**config.mk**
```make
export PLATFORM = sky130hd
export DESIGN_NAME = fetch_sequencer_flat
export DESIGN_NICKNAME = d
export VERILOG_FILES = /design/src/rtl/fetch_sequencer_if.sv /design/src/rtl/fetch_sequencer.sv /design/src/flat_wrapper.sv
export SDC_FILE = /design/constraint.sdc
export NUM_CORES = 1
export LEC_CHECK = 0
export CAP_MARGIN = 0
export CELL_PAD_IN_SITES_DETAIL_PLACEMENT = 1
export CELL_PAD_IN_SITES_GLOBAL_PLACEMENT = 2
export CORE_MARGIN = 2
export CORE_UTILIZATION = 18
export CTS_BUF_LIST = sky130_fd_sc_hd__clkbuf_4
export DETAILED_ROUTE_END_ITERATION = 10
export PLACE_DENSITY_LB_ADDON = 0.1
export SLEW_MARGIN = 10
export SYNTH_ARGS = -nofsm -noshare
export SYNTH_HDL_FRONTEND = slang
export SYNTH_SLANG_ARGS = --single-unit
```
**constraint.sdc**
```tcl
create_clock -name clk -period 1.5 [get_ports clk]
set_input_delay 0.225 -clock clk [delete_from_list [all_inputs] [get_ports clk]]
set_output_delay 0.225 -clock clk [all_outputs]
set_load 0.01 [all_outputs]
```
**src/rtl/fetch_sequencer_if.sv**
```systemverilog
// Fetch-stage control bundle: hazard/redirect requests in, PC-update and flush controls out.
// The sequencer takes the master view and the pipeline side takes the slave view.
interface fetch_sequencer_if;
  logic        ExceptionReq;
  logic [31:0] ExceptionPC;
  logic        Eret;
  logic        JumpValid;
  logic        BranchTaken;
  logic        LoadUseHazard;
  logic [1:0]  PCSrc;
  logic        PCWrite;
  logic        ChooseEPC;
  logic [31:0] ExceptionResumeAddr;
  logic        FlushIFID;
  logic        FlushIDEX;
  logic [31:0] EPC;
  logic        InException;
  logic        DoubleFault;

  modport master (
    input  ExceptionReq, ExceptionPC, Eret, JumpValid, BranchTaken, LoadUseHazard,
    output PCSrc, PCWrite, ChooseEPC, ExceptionResumeAddr, FlushIFID, FlushIDEX,
           EPC, InException, DoubleFault
  );

  modport slave (
    output ExceptionReq, ExceptionPC, Eret, JumpValid, BranchTaken, LoadUseHazard,
    input  PCSrc, PCWrite, ChooseEPC, ExceptionResumeAddr, FlushIFID, FlushIDEX,
           EPC, InException, DoubleFault
  );
endinterface

```
**src/rtl/fetch_sequencer.sv**
```systemverilog
// Fetch-stage PC/flush sequencer: fixed-priority arbitration of exceptions, ERET,
// redirects and load-use stalls, with a multi-cycle exception drain and the EPC register.
module fetch_sequencer #(
  parameter int unsigned EXC_DRAIN_CYCLES = 2,
  parameter logic [31:0] HANDLER_ADDR     = 32'h0000_0180
) (
  input  logic              clk,
  input  logic              reset,
  fetch_sequencer_if.master bus
);

  typedef enum logic [1:0] {
    RUN,
    EXC_DRAIN,
    EXC_REDIRECT,
    ERET_REDIRECT
  } state_t;

  localparam logic [3:0] DRAIN_LOAD = 4'(EXC_DRAIN_CYCLES - 1);

  state_t      state_reg, state_next;
  logic [3:0]  cnt_reg, cnt_next;
  logic [31:0] epc_reg, epc_next;
  logic        in_exc_reg, in_exc_next;
  logic        dfault_reg, dfault_next;

  logic [1:0]  pcsrc;
  logic        pcwrite;
  logic        choose_epc;
  logic        flush_ifid;
  logic        flush_idex;

  always_ff @(posedge clk) begin
    if (reset) begin
      state_reg  <= RUN;
      cnt_reg    <= 4'd0;
      epc_reg    <= 32'd0;
      in_exc_reg <= 1'b0;
      dfault_reg <= 1'b0;
    end else begin
      state_reg  <= state_next;
      cnt_reg    <= cnt_next;
      epc_reg    <= epc_next;
      in_exc_reg <= in_exc_next;
      dfault_reg <= dfault_next;
    end
  end

  always_comb begin
    state_next  = state_reg;
    cnt_next    = cnt_reg;
    epc_next    = epc_reg;
    in_exc_next = in_exc_reg;
    dfault_next = dfault_reg;
    pcsrc       = 2'b00;
    pcwrite     = 1'b0;
    choose_epc  = 1'b0;
    flush_ifid  = 1'b0;
    flush_idex  = 1'b0;

    unique case (state_reg)
      RUN: begin
        if (bus.ExceptionReq && !in_exc_reg) begin
          epc_next   = bus.ExceptionPC;
          flush_ifid = 1'b1;
          flush_idex = 1'b1;
          cnt_next   = DRAIN_LOAD;
          state_next = EXC_DRAIN;
        end else begin
          // A nested exception only marks the double fault; the lower-priority
          // rules still decide this cycle's fetch behaviour.
          if (bus.ExceptionReq) begin
            dfault_next = 1'b1;
          end
          if (bus.Eret && in_exc_reg) begin
            flush_ifid = 1'b1;
            state_next = ERET_REDIRECT;
          end else if (bus.JumpValid || bus.BranchTaken) begin
            pcsrc      = {bus.JumpValid, bus.BranchTaken & ~bus.JumpValid};
            pcwrite    = 1'b1;
            flush_ifid = 1'b1;
          end else if (bus.LoadUseHazard) begin
            flush_idex = 1'b1;
          end else begin
            pcwrite = 1'b1;
          end
        end
      end

      EXC_DRAIN: begin
        flush_ifid = 1'b1;
        flush_idex = 1'b1;
        if (cnt_reg == 4'd0) begin
          state_next = EXC_REDIRECT;
        end else begin
          cnt_next = cnt_reg - 4'd1;
        end
      end

      EXC_REDIRECT: begin
        choose_epc  = 1'b1;
        pcwrite     = 1'b1;
        flush_ifid  = 1'b1;
        in_exc_next = 1'b1;
        state_next  = RUN;
      end

      ERET_REDIRECT: begin
        choose_epc  = 1'b1;
        pcwrite     = 1'b1;
        flush_ifid  = 1'b1;
        in_exc_next = 1'b0;
        state_next  = RUN;
      end

      default: begin
        state_next = RUN;
      end
    endcase

    // Reset holds every fetch control inactive so nothing leaks into the pipeline.
    if (reset) begin
      pcsrc      = 2'b00;
      pcwrite    = 1'b0;
      choose_epc = 1'b0;
      flush_ifid = 1'b0;
      flush_idex = 1'b0;
      state_next = RUN;
    end
  end

  assign bus.PCSrc               = pcsrc;
  assign bus.PCWrite             = pcwrite;
  assign bus.ChooseEPC           = choose_epc;
  assign bus.FlushIFID           = flush_ifid;
  assign bus.FlushIDEX           = flush_idex;
  assign bus.ExceptionResumeAddr = (state_reg == ERET_REDIRECT) ? epc_reg : HANDLER_ADDR;
  assign bus.EPC                 = epc_reg;
  assign bus.InException         = in_exc_reg;
  assign bus.DoubleFault         = dfault_reg;

endmodule
```
**src/flat_wrapper.sv**
```systemverilog
// flat-port wrapper written by rule: the top's interface ports become plain ports
module fetch_sequencer_flat 
#(
  parameter int unsigned EXC_DRAIN_CYCLES = 2,
  parameter logic [31:0] HANDLER_ADDR     = 32'h0000_0180
)
  (clk, reset, bus_ExceptionReq, bus_ExceptionPC, bus_Eret, bus_JumpValid, bus_BranchTaken, bus_LoadUseHazard, bus_PCSrc, bus_PCWrite, bus_ChooseEPC, bus_ExceptionResumeAddr, bus_FlushIFID, bus_FlushIDEX, bus_EPC, bus_InException, bus_DoubleFault);
  fetch_sequencer_if bus_i ();
  input  logic clk;
  input  logic reset;
  input wire logic [$bits(bus_i.ExceptionReq)-1:0] bus_ExceptionReq;
  input wire logic [$bits(bus_i.ExceptionPC)-1:0] bus_ExceptionPC;
  input wire logic [$bits(bus_i.Eret)-1:0] bus_Eret;
  input wire logic [$bits(bus_i.JumpValid)-1:0] bus_JumpValid;
  input wire logic [$bits(bus_i.BranchTaken)-1:0] bus_BranchTaken;
  input wire logic [$bits(bus_i.LoadUseHazard)-1:0] bus_LoadUseHazard;
  output wire logic [$bits(bus_i.PCSrc)-1:0] bus_PCSrc;
  output wire logic [$bits(bus_i.PCWrite)-1:0] bus_PCWrite;
  output wire logic [$bits(bus_i.ChooseEPC)-1:0] bus_ChooseEPC;
  output wire logic [$bits(bus_i.ExceptionResumeAddr)-1:0] bus_ExceptionResumeAddr;
  output wire logic [$bits(bus_i.FlushIFID)-1:0] bus_FlushIFID;
  output wire logic [$bits(bus_i.FlushIDEX)-1:0] bus_FlushIDEX;
  output wire logic [$bits(bus_i.EPC)-1:0] bus_EPC;
  output wire logic [$bits(bus_i.InException)-1:0] bus_InException;
  output wire logic [$bits(bus_i.DoubleFault)-1:0] bus_DoubleFault;
  assign bus_i.ExceptionReq = bus_ExceptionReq;
  assign bus_i.ExceptionPC = bus_ExceptionPC;
  assign bus_i.Eret = bus_Eret;
  assign bus_i.JumpValid = bus_JumpValid;
  assign bus_i.BranchTaken = bus_BranchTaken;
  assign bus_i.LoadUseHazard = bus_LoadUseHazard;
  assign bus_PCSrc = bus_i.PCSrc;
  assign bus_PCWrite = bus_i.PCWrite;
  assign bus_ChooseEPC = bus_i.ChooseEPC;
  assign bus_ExceptionResumeAddr = bus_i.ExceptionResumeAddr;
  assign bus_FlushIFID = bus_i.FlushIFID;
  assign bus_FlushIDEX = bus_i.FlushIDEX;
  assign bus_EPC = bus_i.EPC;
  assign bus_InException = bus_i.InException;
  assign bus_DoubleFault = bus_i.DoubleFault;
  fetch_sequencer #(.EXC_DRAIN_CYCLES(EXC_DRAIN_CYCLES), .HANDLER_ADDR(HANDLER_ADDR)) u_core (.clk(clk), .reset(reset), .bus(bus_i));
endmodule
```
==> results of run 1 <==
## timing repair
action,in CTS,in global routing
pin swaps,42,11
resized for setup,326,58
hold buffers,0,0
setup buffers,27,4
cloned,6,0
setup endpoints to repair,103,84
## path summary, 6_finish.rpt
path / from / slack, ps / cells past startpoint / end
hold / removal: bus_ExceptionPC[9] / 400 / 3 / u_core.bus.EPC[9]$_SDFFE_PP0P_
hold reg to reg: u_core.bus.EPC[19]$_SDFFE_PP0P_ / 480 / 2 / u_core.bus.EPC[19]$_SDFFE_PP0P_
setup / recovery: u_core.bus.InException$_SDFFE_PP0N_ / -510 / 4 / bus_PCSrc[0]
setup reg to reg: u_core.state_reg[0]$_SDFFE_PP0P_ / -220 / 6 / u_core.bus.EPC[17]$_SDFFE_PP0P_
## power groups by stage
stage	clock network [W]	logic, W	registers (W)
3_3_place_gp	0	0.00133	0.00133
4_1_cts	0.000559	0.00215	0.00134
3_5_place_dp	0	0.00134	0.00133
2_1_floorplan	0	0.000624	0.00138
6_report	0.000514	0.00219	0.00135
5_1_grt	0.000602	0.00235	0.00138
## critical path, cell delays in order (launching register included)
cell	delay, ps
sky130_fd_sc_hd__dfxtp_4	360
sky130_fd_sc_hd__mux2_4	300
sky130_fd_sc_hd__or3_4	350
sky130_fd_sc_hd__nor4b_4	250
sky130_fd_sc_hd__buf_2	180
## final cells by class
cell class	instances	area, um^2
Clock inverter	2	7.51
Fill cell	1174	6000
Timing Repair Buffer	165	1770
Tap cell	136	170
Inverter	3	11.3
Sequential cell	40	837
Clock buffer	5	37.5
Multi-Input combinational cell	172	1360
## cell families (layout without fill, tap and decap cells)
family | after synthesis | count (layout) | share of synthesized area, %
buf+inv | 23 | 175 | 7.09
simple gates | 122 | 122 | 33.6
compound gates | 47 | 47 | 14.3
mux | 1 | 1 | 0.803
fa+ha+maj | 2 | 2 | 1.34
flops | 40 | 40 | 42.8
## cell usage after synthesis
| master | instances |
|---|---|
| sky130_fd_sc_hd__a2111oi_0 | 1 |
| sky130_fd_sc_hd__a211oi_1 | 1 |
| sky130_fd_sc_hd__a21oi_1 | 33 |
| sky130_fd_sc_hd__a22oi_1 | 1 |
| sky130_fd_sc_hd__a311oi_1 | 1 |
| sky130_fd_sc_hd__a31oi_1 | 3 |
| sky130_fd_sc_hd__and3_1 | 30 |
| sky130_fd_sc_hd__buf_2 | 4 |
| sky130_fd_sc_hd__buf_6 | 1 |
| sky130_fd_sc_hd__buf_8 | 3 |
| sky130_fd_sc_hd__clkbuf_1 | 12 |
| sky130_fd_sc_hd__dfxtp_1 | 40 |
| sky130_fd_sc_hd__ha_1 | 2 |
| sky130_fd_sc_hd__inv_1 | 2 |
| sky130_fd_sc_hd__inv_2 | 1 |
| sky130_fd_sc_hd__mux2_4 | 1 |
| sky130_fd_sc_hd__nand2_1 | 66 |
| sky130_fd_sc_hd__nand2b_4 | 1 |
| sky130_fd_sc_hd__nand3_1 | 2 |
| sky130_fd_sc_hd__nor2_1 | 6 |
| sky130_fd_sc_hd__nor2b_1 | 2 |
| sky130_fd_sc_hd__nor3_1 | 2 |
| sky130_fd_sc_hd__nor3b_1 | 2 |
| sky130_fd_sc_hd__nor4_1 | 1 |
| sky130_fd_sc_hd__nor4b_2 | 1 |
| sky130_fd_sc_hd__nor4b_4 | 1 |
| sky130_fd_sc_hd__o211ai_1 | 1 |
| sky130_fd_sc_hd__o21a_1 | 1 |
| sky130_fd_sc_hd__o21ai_0 | 2 |
| sky130_fd_sc_hd__o21ai_2 | 1 |
| sky130_fd_sc_hd__o21ba_1 | 1 |
| sky130_fd_sc_hd__o31ai_1 | 1 |
| sky130_fd_sc_hd__or2_1 | 2 |
| sky130_fd_sc_hd__or3_1 | 1 |
| sky130_fd_sc_hd__or3_4 | 1 |
| sky130_fd_sc_hd__or3b_1 | 1 |
| sky130_fd_sc_hd__or4_1 | 2 |
| sky130_fd_sc_hd__or4b_1 | 1 |
## layer usage
layer,wire (um),vias to the layer above,GRT usage [%]
met5,0,-,0
met4,92,0,4.23
met3,284,8,2.70
met2,4340,55,26.0
met1,3470,1101,18.3
li1,-,1112,-
## per-stage QoR
stage / setup TNS [ps] / setup slack [ps] / hold slack [ps]
after floorplan: -54.9 / -33.0 / 361
after global placement: -24940 / -787 / 454
after detailed placement: -25560 / -853 / 459
after CTS: -14830 / -522 / 376
after global routing: -16170 / -588 / 375
final: -12290 / -510 / 400
==> results.toml, run 1 <==
[synthesis]
synth_fp_nets = 276
synthDominantAreaCellType = "sky130_fd_sc_hd__dfxtp_1"
synth-seq-area-share_pct = 42.8
synth_top_area_share_pct = 42.8
syn_avg_cell_area_um2 = 7.95
netlist_area_um2 = 1870
synthDistinctLibCells = 38
yosysWarningCount = 0
ys_ff_latch = 40
netlist_top_cells_area = "sky130_fd_sc_hd__dfxtp_1, sky130_fd_sc_hd__nand2_1, sky130_fd_sc_hd__and3_1"
synthesis.instances = 235

[finish]
fin_util_pct = 41.1
post_route_cells_drive_above_1_share_pct = 53.2
n_antenna_cell = 0
commonest_cells_after_routing_fill_and_taps_aside = "sky130_fd_sc_hd__buf_6, sky130_fd_sc_hd__clkdlybuf4s50_1, sky130_fd_sc_hd__nand2_1"
finalInstanceArea_um2 = 4190
finish.cell_count_without_fillers = 523
largest_register_ff_count = 32
design.final.nets = 428
leading_cell_type_in_the_layout_fill_and_taps_excluded = "sky130_fd_sc_hd__buf_6"
area_delta_synth_final_pct = 124

[timing]
timing_worst_slew_pin_value_ps = 568
finalWorstPathRequiredPeriod_ps = 2010
setup_ws_final_ps = -510
worst_slew_margin_rel_pct = 62.2
timing.final.hold_violations = 0
grt_setup_unrepaired = "true"
timing.final.setup_violations = 75
period_share_pct = 134
timing.fmax_mhz = 497
skew_ps = 12.1
report.final.slew_viol_count = 0

[die]
placement_rows = 37
io_pins = 111
chip_height_um = 106
die_w_um = 106
initial_core_util_pct = 18.4
floorplan.die_area_um2 = 11200
placeableCoreArea_um2 = 10200

[flow_run]
drv_cap = 0

[pwr]
cellInternalPower_w = 0.00257
clock_power_share_pct = 12.7
power.density_nw_per_um2 = 968
p_comb_share_pct = 53.9
netSwitchingFraction_pct = 36.5
p_seq_share_pct = 33.4
power_switching_w = 0.00148
leakage_nw = 1.96
irDropWorstVdd_mv = 0.369
p_total_w = 0.00405

[setup_path]
cp-start-kind = "flop"
end_kind = "primary output"
worst-path-max-fanout = 3
worst-endpoint-required_ps = 1270
criticalPathCategory = "flop to primary output"
worst_ep_arrival_time_ps = 1790

[route]
detail_route.wirelength_um = 8190
vias = 2276
dr.pass1.iters = 2
vias_per_cell = 4.35
route.detailed.wl_per_inst_um = 15.7
ant_nets = 0
starting_drc_count_in_detailed_routing = 37
post-route-drc-count = 0

[clock_network]
htree_num_levels = 2
clock-sinks = 40
clkTransAtPathRegs_ps = 130
numCtsBuffers = 5
cts_buffer_depth = 2
clk_latency_ps = 350
clock_tree.root_cell = "sky130_fd_sc_hd__clkbuf_4"
tritoncts = "built"

[placed_design]
gp_congestion = 0.708
postPlaceCellArea_um2 = 3210
detailedPlacementHpwl_um = 5000
port-buffer-count = 110
place.detailed.instances = 485

[global_route]
grt_first_pass_wirelength_um = 12800
grt_start_max_net_pins = 42
track_usage_pct = 14.7
first_global_vias = 2297
antenna_found_initial = 0
grt.overflow.total = 0

[status]
violations = "setup timing"
outcome = "finished with violations"

[worst_hold_path]
hold_path.class = "input pin to flop"
Power figures use the tool's default switching activity.
==> run 2: changes to the inputs <==
--- a/config.mk
+++ b/config.mk
@@ -12,6 +12,7 @@
 export CORE_UTILIZATION = 18
 export CTS_BUF_LIST = sky130_fd_sc_hd__clkbuf_4
 export DETAILED_ROUTE_END_ITERATION = 10
+export HOLD_SLACK_MARGIN = 0.12
 export PLACE_DENSITY_LB_ADDON = 0.1
 export SLEW_MARGIN = 10
 export SYNTH_ARGS = -nofsm -noshare
==> results of run 2 <==
Final layout, timing and power as in run 1 (identical DEF).
==> RTL edit (settings of run 2) <==
Reset style: asynchronous (`reset`), changed in one clocked block.
--- a/src/rtl/fetch_sequencer.sv
+++ b/src/rtl/fetch_sequencer.sv
@@ -31,5 +31,5 @@
   logic        flush_idex;
 
-  always_ff @(posedge clk) begin
+  always_ff @(posedge clk or posedge reset) begin
     if (reset) begin
       state_reg  <= RUN;
Behaviour: differs if reset is asserted again (counterexample within 4 cycles, from zero or initial values and one cycle with reset high); with reset held inactive, the same outputs for 10 cycles.
==> RTL edit against run 2 <==
- the run still ends with negative setup slack left
- wire length fell by 6.4%
- sequential cell count did not move
- design area fell by 2.5%
- area after synthesis rose by 4.1%
- total power rose by 72%
- maximum frequency rose by 13%
- clock power rose by 10%
- critical endpoint is now bus_ExceptionResumeAddr[13]
- count of clock-buffer cells in the layout did not move
- setup slack improved by 0.24 ns
- critical path type unchanged
- largest power group unchanged
==> RTL edit: results (changes against run 2) <==
| Metric | Value |
|---|---|
| Routability cong. | 0.675 (was 0.708) |
| Failing checks | negative setup slack (unchanged) |
| Reg2reg start | u_core.state_reg[1] (was u_core.state_reg[0]) |
| First-pass GRT wire length | 11,400 um (was 12,800 um) |
| Via/cell ratio | 4.17 (was 4.35) |
| Slowest cell on the critical path | dfrtp_2 (was dfxtp_4) |
| Maximum vdd ir drop | 0.000578 V (was 0.000369 V) |
| Synth Area in Compound Gates | 4.43% (was 14.3%) |
| Number of DRC markers in iteration 0 | 13 (was 37) |
| Adder-Cell Fraction of Synth Area | 1.29% (was 1.34%) |
| Syn_nets | 202 (was 276) |
| Drt wl/cell | 16.9 um (was 15.7 um) |
| Layout cell share with drive strength beyond 1 | 54.9% (was 53.2%) |
| Setup TNS | -13.20 ns (was -12.29 ns) |
| Comb. pwr | 4.33 mW (was 2.19 mW) |
| Critical Path Start | u_core.state_reg[0] (was u_core.bus.InException) |
| # setup viols final | 73 (was 75) |
| Seq pwr | 2.06 mW (was 1.35 mW) |
| Post-synth cell types | 31 (was 38) |
| DR vias | 1,891 (was 2,276) |
| Final WS setup | -0.275 ns (was -0.510 ns) |
| Number of global-route vias before repair | 2,113 (was 2,297) |
| Cell family contributing the most delay on the critical path | buffers and inverters (was simple AND/OR/NAND/NOR gates) |
| Outcome | complete, but fails checks (unchanged) |
| Setup bufs post-CTS | 20 (was 27) |
| Final-layout fill cell count | 1,128 (was 1,174) |
| Crit path DAT | 1.55 ns (was 1.79 ns) |
| Largest net degree at the start of global routing | 33 (was 42) |
[RTL edit: per-layer routing]
layer  wire length (um)  up-vias  track usage (%)
met5                  0        -                0
met3                446        2             3.86
li1                   -      877                -
met1               3440      959             16.0
met4                 32        0             2.75
met2               3740       53             20.6
[RTL edit: path summary, 6_finish.rpt]
path	to	cells after the start	slack, ns
min in group clk	u_core.bus.EPC[29]	2	0.47
hold / removal	u_core.bus.InException	4	0.46
setup / recovery	bus_ExceptionResumeAddr[13]	6	-0.27
setup reg to reg	u_core.bus.EPC[5]	6	-0.25
hold reg to reg	u_core.bus.DoubleFault	1	0.48
max in group asynchronous	u_core.state_reg[1]	4	0.85
[RTL edit: layout make-up]
cell class | instances | area, um^2 | area share (%)
Timing Repair Buffer | 160 | 1640 | 40.3
Inverter | 4 | 15.0 | 0.368
Tap cell | 136 | 170 | 4.17
Sequential cell | 40 | 1000 | 24.6
Clock buffer | 5 | 37.5 | 0.919
Clock inverter | 3 | 18.8 | 0.460
Multi-Input combinational cell | 105 | 1190 | 29.2
